--- src/rtl/button_conditioner.sv ---
// Per-channel pushbutton conditioning: 2-FF synchronizer, counter debouncer,
// registered press/release pulses and a once-per-press long-press pulse.
module button_conditioner #(
    parameter int N_BTN       = 4,
    parameter int DB_CYCLES   = 250_000,
    parameter int LONG_CYCLES = 25_000_000,
    parameter int ACTIVE_LOW  = 1
) (
    input  logic             clk,
    input  logic             rst_n,
    input  logic [N_BTN-1:0] btn_raw,
    output logic [N_BTN-1:0] btn_level,
    output logic [N_BTN-1:0] press_pulse,
    output logic [N_BTN-1:0] release_pulse,
    output logic [N_BTN-1:0] long_pulse,
    output logic             any_press
);

    localparam int DBW = $clog2(DB_CYCLES + 1);
    localparam int LW  = (LONG_CYCLES > 2) ? $clog2(LONG_CYCLES) : 1;

    localparam logic [N_BTN-1:0] REL_RAW   = (ACTIVE_LOW != 0) ? {N_BTN{1'b1}} : {N_BTN{1'b0}};
    localparam logic [DBW-1:0]   DB_LAST   = DBW'(DB_CYCLES - 1);
    localparam logic [LW-1:0]    LONG_LAST = LW'(LONG_CYCLES - 1);

    logic [N_BTN-1:0] s1_q, s1_d;
    logic [N_BTN-1:0] s2_q, s2_d;
    logic [N_BTN-1:0] level_q, level_d;
    logic [N_BTN-1:0] press_q, press_d;
    logic [N_BTN-1:0] release_q, release_d;
    logic [N_BTN-1:0] long_q, long_d;
    logic [N_BTN-1:0] fired_q, fired_d;
    logic             any_q, any_d;

    logic [N_BTN-1:0][DBW-1:0] db_cnt_q, db_cnt_d;
    logic [N_BTN-1:0][LW-1:0]  l_cnt_q, l_cnt_d;

    logic [N_BTN-1:0] pressed;

    // Synchronized pin re-expressed as 1 = pressed regardless of pin polarity.
    assign pressed = s2_q ^ REL_RAW;

    always_comb begin
        s1_d      = btn_raw;
        s2_d      = s1_q;
        level_d   = level_q;
        db_cnt_d  = db_cnt_q;
        l_cnt_d   = l_cnt_q;
        fired_d   = fired_q;
        press_d   = '0;
        release_d = '0;
        long_d    = '0;

        for (int i = 0; i < N_BTN; i++) begin
            if (pressed[i] == level_q[i]) begin
                db_cnt_d[i] = '0;
            end else if (db_cnt_q[i] == DB_LAST) begin
                level_d[i]  = ~level_q[i];
                db_cnt_d[i] = '0;
            end else begin
                db_cnt_d[i] = db_cnt_q[i] + 1'b1;
            end

            press_d[i]   = level_d[i] & ~level_q[i];
            release_d[i] = ~level_d[i] & level_q[i];

            // Counter holds once fired so an endless hold never repeats the pulse.
            if (press_d[i]) begin
                l_cnt_d[i] = '0;
                fired_d[i] = 1'b0;
            end else if (!level_q[i]) begin
                l_cnt_d[i] = '0;
            end else if (!fired_q[i]) begin
                if (l_cnt_q[i] == LONG_LAST) begin
                    long_d[i]  = 1'b1;
                    fired_d[i] = 1'b1;
                end else begin
                    l_cnt_d[i] = l_cnt_q[i] + 1'b1;
                end
            end
        end

        any_d = |press_d;
    end

    // Synchronizers reset to the released pin level so reset exit is quiet.
    always_ff @(posedge clk or negedge rst_n) begin
        if (!rst_n) begin
            s1_q      <= REL_RAW;
            s2_q      <= REL_RAW;
            level_q   <= '0;
            press_q   <= '0;
            release_q <= '0;
            long_q    <= '0;
            fired_q   <= '0;
            any_q     <= 1'b0;
            db_cnt_q  <= '0;
            l_cnt_q   <= '0;
        end else begin
            s1_q      <= s1_d;
            s2_q      <= s2_d;
            level_q   <= level_d;
            press_q   <= press_d;
            release_q <= release_d;
            long_q    <= long_d;
            fired_q   <= fired_d;
            any_q     <= any_d;
            db_cnt_q  <= db_cnt_d;
            l_cnt_q   <= l_cnt_d;
        end
    end

    assign btn_level     = level_q;
    assign press_pulse   = press_q;
    assign release_pulse = release_q;
    assign long_pulse    = long_q;
    assign any_press     = any_q;

endmodule

--- config.mk ---
export PLATFORM = sky130hd
export DESIGN_NAME = button_conditioner
export DESIGN_NICKNAME = d
export VERILOG_FILES = /design/src/rtl/button_conditioner.sv
export SDC_FILE = /design/constraint.sdc
export NUM_CORES = 1
export LEC_CHECK = 0
export CAP_MARGIN = 10
export CORE_ASPECT_RATIO = 1.1
export CORE_MARGIN = 4
export CORE_UTILIZATION = 45
export CTS_CLUSTER_DIAMETER = 30
export DETAILED_ROUTE_END_ITERATION = 12
export MAX_ROUTING_LAYER = met4
export SLEW_MARGIN = 5
export SYNTH_ARGS = -nofsm -noshare
export SYNTH_HDL_FRONTEND = slang
export SYNTH_SLANG_ARGS = --single-unit
--- constraint.sdc ---
create_clock -name clk -period 4.6 [get_ports clk]
set_clock_uncertainty 0.1 [all_clocks]
set_input_delay 0.46 -clock clk [delete_from_list [all_inputs] [get_ports clk]]
set_output_delay 0.46 -clock clk [all_outputs]
set_load 0.02 [all_outputs]
==> run metrics, run 1 <==
multi-input logic area=4486 µm²; Compound-Gate Fraction of Synth Area=approximately 5.5%; delay-heaviest family, CP=flip-flops; setup TNS=0 ns; Synthesized Nets=around 1,000; endpoints failing hold=0; CP bufs+invs=1; Worst VDD drop=between 0.2 and 0.3 mV; Core ar.=21,300 µm²; main combinational cell family by area after synthesis=simple AND/OR/NAND/NOR gates; Startpoint Class=flip-flop; Hold Crit Class=in2reg; Distinct cells, synth=59; Tot Pwr=between 0.005 and 0.006 W; initial antenna violation count=0; WP data required=4.04 ns; ys async rst share=100.0%; Most Used Layer, Global Route=met2; Worst Setup Path Type=reg2out; width of the chip=~150 µm; FMAX=385.8 MHz; post-placement cell count=~1,300; met2 Use GR=between 20% and 30%; CTS tree=built; Final Util=a little under three fifths; status=complete, no violations; crit path DAT=approximately 2.0 ns; Starting Density=a little under half; CTS Root Buffer Type=clkbuf_16; # IOs=23; Worst-Skew Late Latency=approximately 0.52 ns; DR DRC count=0; ant diodes=0; cell count after synthesis=roughly 1,000; Max Transition Viols Final=0; Die H=between 150 and 200 µm; GRT overflow=0; largest net degree at the start of global routing=110; nets=roughly 1,100; Syn Area/Cell=just under 10 µm²; CTS H-Tree Depth=2; std cell rows=56; vias per std cell=between 5 and 6; Post-Route WL=roughly 20 mm; Port Buf Inserts=22; Worst path max stage delay=between 0.7 and 0.8 ns; Area Growth Syn to Fin=21.12%; Synth Area in XOR/XNOR=11.06%; routed via count=7,238; TritonCTS Buffers=46; Worst-Margin Slew=~0.9 ns; met1 GRT Util=22.17%; first-pass GRT wire length=between 30 and 40 mm; Post-Synth Simple-Gate Area=between 20 and 30%; adder-cell share of the synthesized area=a little over 1%; detailed-placement wirelength estimate=12.20 mm; RSZ-0062 raised after global routing=false; fin crit share=56.34%; sequential share of the synthesized area=51.75%; fill count=roughly 1,900; Post-synth EDFFs=0; P_leak=between 4 and 5 nW; worst-path cell chain=clkdlybuf4s50_1; RD Place Congestion=just under 0.8; Die ar.=approximately 24,000 µm²; drt wl/cell=roughly 14 µm; Main synth FF type=dfrtp_1; Worst Path Max Fanout=20; Detail Route Antenna Nets=0; Synth warnings=0; post-synthesis mux area share=0.7195%; met3 usage=between 3 and 4%; Yosys reg bits=between 200 and 250; layout cells sized above 1=under 10%; critical path's slowest cell=dfrtp_1; slew margin rel.=about two fifths; max cap viols=0; Final setup viols=0; total track usage=17.58%; Clock Path Buffers=3; fin crit period=about 2.6 ns; PwrDens=between 400 and 500 nW/µm²; 1st-iter DRT viols=~320; Clock transition at path regs=approximately 0.050 ns; clock sink count=about 200; register area=between 5000 and 6000 µm²; vias in the first global route=about 7,500; area of the mapped netlist=between 9000 and 10,000 µm²; Crit. End Element=output port; drt first pass iters=4; fin cells=~1,400
[final cells by class]
class / count / area share [%]
Sequential cell: 201 / 42.73
Multi-Input combinational cell: 747 / 38.03
Clock buffer: 54 / 10.28
Tap cell: 290 / 3.076
Clock inverter: 30 / 2.938
Timing Repair Buffer: 25 / 2.217
Inverter: 23 / 0.7319
[final timing paths]
path / slack (ns) / endpoint / cells after the start / start
min in group asynchronous: 0.51 / long_pulse[0]$_DFF_PN0_ / 2 / rst_n
max in group asynchronous: 2.88 / l_cnt_q[64]$_DFFE_PN0P_ / 3 / rst_n
max: 2.01 / btn_level[1] / 1 / btn_level[1]$_DFF_PN0_
max reg2reg: 2.18 / l_cnt_q[63]$_DFFE_PN0P_ / 6 / l_cnt_q[50]$_DFFE_PN0P_
min: 0.25 / s1_q[1]$_DFF_PN1_ / 1 / btn_raw[1]
min reg2reg: 0.25 / s2_q[1]$_DFF_PN1_ / 0 / s1_q[1]$_DFF_PN1_
[flip-flops by register name (all words and copies together) (netlist names)]
register / count
long_pulse: 4
s1_q: 4
l_cnt_q: 100
db_cnt_q: 72
press_pulse: 4
btn_level: 4
fired_q: 4
any_press: 1
s2_q: 4
release_pulse: 4
[metal layers]
layer | vias to the layer above | part of all wire [%]
met5 | - | 0
met2 | 96 | 49
met3 | 33 | 3.4
met1 | 3507 | 46
met4 | 0 | 1.9
li1 | 3602 | -
[stage by stage]
| step | setup WS [ns] | hold WS, ns | cell area [µm²] |
|---|---|---|---|
| 4_1_cts | 1.995 | 0.2204 | 11800 |
| 6_report | 2.008 | 0.2456 | 11800 |
| 3_3_place_gp | 2.223 | 0.2460 | 10230 |
| 3_5_place_dp | 2.169 | 0.2473 | 10230 |
| 2_1_floorplan | 2.371 | 0.06441 | 9738 |
| 5_1_grt | 1.843 | 0.2309 | 11800 |
[synthesized netlist by cell type (4+ instances only)]
cell type / count / area (µm²)
a21oi_1: 25 / 125.1
and2_1: 8 / 50.05
and3_1: 25 / 156.4
and4_1: 13 / 113.9
clkbuf_1: 23 / 86.33
dfrtp_1: 193 / 4830
dfstp_2: 8 / 210.2
ha_1: 8 / 100.1
inv_1: 21 / 78.83
mux2i_1: 7 / 70.07
nand2_1: 84 / 315.3
nand2b_1: 8 / 50.05
nand3_1: 68 / 340.3
nand4_1: 41 / 256.5
nand4b_1: 4 / 35.03
nor2_1: 156 / 585.6
nor2b_1: 4 / 25.02
nor3_1: 31 / 155.2
nor4_1: 26 / 162.7
nor4b_1: 9 / 78.83
nor4bb_1: 4 / 40.04
o21a_1: 12 / 90.09
o21ai_0: 27 / 135.1
o31ai_1: 6 / 45.04
or2_2: 4 / 25.02
or3_1: 15 / 93.84
or4_1: 6 / 45.04
xnor2_1: 64 / 560.5
xor2_1: 59 / 516.8
[kinds of logic after synthesis]
group | Yosys count
and+or+nand+nor | 523
muxes | 7
adders and majority gates | 8
buffers and inverters | 51
DFF | 201
xor gates and xnor gates | 123
AOI/OAI and AO/OA | 86
[cells in the final DEF (no fill, tap or decap), types with 7 or more instances in the layout]
| cell type | synthesis | layout |
|---|---|---|
| dfrtp_1 | 193 | 193 |
| nor2_1 | 156 | 156 |
| nand2_1 | 84 | 84 |
| nand3_1 | 68 | 68 |
| xnor2_1 | 64 | 64 |
| xor2_1 | 59 | 59 |
| clkbuf_16 | 0 | 47 |
| nand4_1 | 41 | 41 |
| nor3_1 | 31 | 31 |
| o21ai_0 | 27 | 27 |
| nor4_1 | 26 | 26 |
| and3_1 | 25 | 25 |
| a21oi_1 | 25 | 25 |
| inv_1 | 21 | 21 |
| clkdlybuf4s50_1 | 0 | 21 |
| or3_1 | 15 | 15 |
| and4_1 | 13 | 13 |
| o21a_1 | 12 | 12 |
| nor4b_1 | 9 | 9 |
| and2_1 | 8 | 8 |
| nand2b_1 | 8 | 8 |
| ha_1 | 8 | 8 |
| clkinv_2 | 0 | 8 |
| dfstp_2 | 8 | 8 |
| mux2i_1 | 7 | 7 |
[timing repair]
action / in CTS / in global routing
hold buffers: 1 / 0
hold endpoints to repair: 9 / 0
endpoints found under the setup margin: 0 / 0
gates resized for setup: 0 / 0
setup buffers: 0 / 0
[where the power goes]
group / total, W / switching [W] / leakage [nW] / internal, W
clock: 0.00321 / 0.00103 / 0.749 / 0.00218
combinational: 0.0000663 / 0.0000500 / 1.17 / 0.0000163
sequential: 0.00180 / 0.0000113 / 2.77 / 0.00179
total: 0.00507 / 0.00109 / 4.69 / 0.00398
Power figures use the tool's default switching activity.
==> run 2, diff against run 1 <==
clock period = 2.14 ns   (was 4.6 ns; I/O delays follow)
==> run metrics, run 2 (synthesis results as in run 1) <==
drt first pass iters=5; DP Area=around 11,000 µm²; Final setup viols=0; routed length on met3=roughly 670 µm; RD Place Congestion=~0.81; std cell rows=56; met2 WL=9.646 mm; largest registers=l_cnt_q: 100 flops, db_cnt_q: 72 flops; commonest non-fill, non-tap cell in the layout=dfrtp_1; Hold Crit Class=in2async; ant diodes=0; M1 wire length=roughly 9.6 mm; P_leak=5.060 nW; Worst-Skew Late Latency=approximately 0.53 ns; drt wl/cell=between 10 and 15 µm; Worst Path Max Fanout=7; Worst Setup Path Type=reg2reg; 1st-iter DRT viols=314; FMAX=just under 500 MHz; first-pass GRT wire length=35.71 mm; max FFs per register=100; Reg with most FFs=l_cnt_q; largest net degree at the start of global routing=50; initial antenna violation count=0; TritonCTS Buffers=between 40 and 50; total track usage=a little under a fifth; vias in the first global route=7,564; detailed-placement wirelength estimate=approximately 13 mm; max cap viols=0; final worst slack=approximately 0.063 ns; post-route cell area=~12,000 µm²; PwrDens=approximately 890 nW/µm²; # IOs=23; DR DRC count=0; Die H=~160 µm; Port Buf Inserts=22; Core ar.=about 21,000 µm²; WP data required=~2.5 ns; layout cells sized above 1=16.16%; CTS H-Tree Depth=2; fin crit period=~2.1 ns; Area Growth Syn to Fin=27.92%; width of the chip=~150 µm; Worst VDD drop=between 0.5 and 0.6 mV; endpoints failing hold=0; GRT overflow=0; nets=~1,100; CTS tree=built; Crit. End Element=flip-flop; Clock transition at path regs=0.05 ns; RSZ-0062 raised after global routing=true; routed via count=~7,500; Starting Density=45.72%; worst slack, placed=-0.003381 ns; most frequent cells in the layout=dfrtp_1, nor2_1, nand2_1; fin crit share=a little over nine tenths; Final Util=roughly three fifths; status=complete, no violations; clock sink count=201; Max Transition Viols Final=0; CTS Root Buffer Type=clkbuf_16; Startpoint Class=flip-flop; vias per std cell=5.206; Tot Pwr=0.01113 W; Top Metal Used=met4; Post-Route WL=around 20 mm; Clock Path Buffers=3; Worst-Margin Slew=~0.52 ns; Die ar.=24,060 µm²; crit path DAT=~2.4 ns; slew margin rel.=about 65%; Detail Route Antenna Nets=0
run 2: cell types whose count changed in the layout (fill, tap and decap cells not counted), moves of 3 or more:
cell,previous run,this run
clkinv_2,8,5
inv_6,4,12
clkinvlp_4,6,12
dlygate4sd3_1,1,5
nor4b_1,9,6
buf_4,1,52
clkbuf_1,6,3
buf_12,1,4
nor4b_2,0,3
run 2: final timing paths:
kind | start | end | slack, ns | cells after the start
worst min-delay path | rst_n | l_cnt_q[24]$_DFFE_PN0P_ | 0.12 | 2
worst max register to register | l_cnt_q[60]$_DFFE_PN0P_ | l_cnt_q[56]$_DFFE_PN0P_ | 0.06 | 6
max in group asynchronous | rst_n | s1_q[1]$_DFF_PN1_ | 1.13 | 3
worst min register to register | s1_q[1]$_DFF_PN1_ | s2_q[1]$_DFF_PN1_ | 0.25 | 0
worst max-delay path | l_cnt_q[60]$_DFFE_PN0P_ | l_cnt_q[56]$_DFFE_PN0P_ | 0.06 | 6
min in group clk | s1_q[1]$_DFF_PN1_ | s2_q[1]$_DFF_PN1_ | 0.25 | 0
run 2: power by group:
| group | internal, W | total (W) | switching, W |
|---|---|---|---|
| logic | 0.0000547 | 0.000167 | 0.000112 |
| clock network | 0.00471 | 0.00710 | 0.00239 |
| registers | 0.00384 | 0.00387 | 0.0000241 |
| total | 0.00861 | 0.0111 | 0.00253 |
run 2: final cells by class:
class	instances	area, µm²
sequential	201	5040
fill	1845	8843
timing repair buffer	83	749.5
inverter	23	86.33
multi-input combinational	748	4603
tap	290	362.8
clock buffer	55	1279
clock inverter	35	336.6
run 2: metal layers:
| layer | vias to the layer above | track usage, % |
|---|---|---|
| li1 | 3737 | - |
| met1 | 3591 | 23.40 |
| met2 | 100 | 28.66 |
| met3 | 43 | 3.544 |
| met4 | 0 | 6.300 |
| met5 | - | - |
run 2: worst max-delay path, cell delays in order (launching register included):
cell	delay [ns]
dfrtp_1	0.38
or4_4	0.55
nor4_4	0.25
buf_4	0.18
a41o_4	0.27
nor3_2	0.05
o21a_1	0.19
run 2: repair_timing:
| item | 4_1_cts | 5_1_grt |
|---|---|---|
| endpoints found under the hold margin | 183 | 0 |
| buffers inserted | 0 | 3 |
| cloned | 0 | 1 |
| resized for setup | 2 | 19 |
| pin swaps | 1 | 9 |
| endpoints found under the setup margin | 3 | 45 |
| hold buffers | 5 | 0 |
run 2: through the flow:
stage	setup TNS (ns)	instances	hold slack, ns
after floorplan	-0.004175	999	-0.1816
after global placement	0	1336	0.09990
after detailed placement	-0.003381	1336	0.1010
after CTS	-0.008304	1431	0.1181
after global routing	-0.05459	1435	0.1447
final	0	1435	0.1226
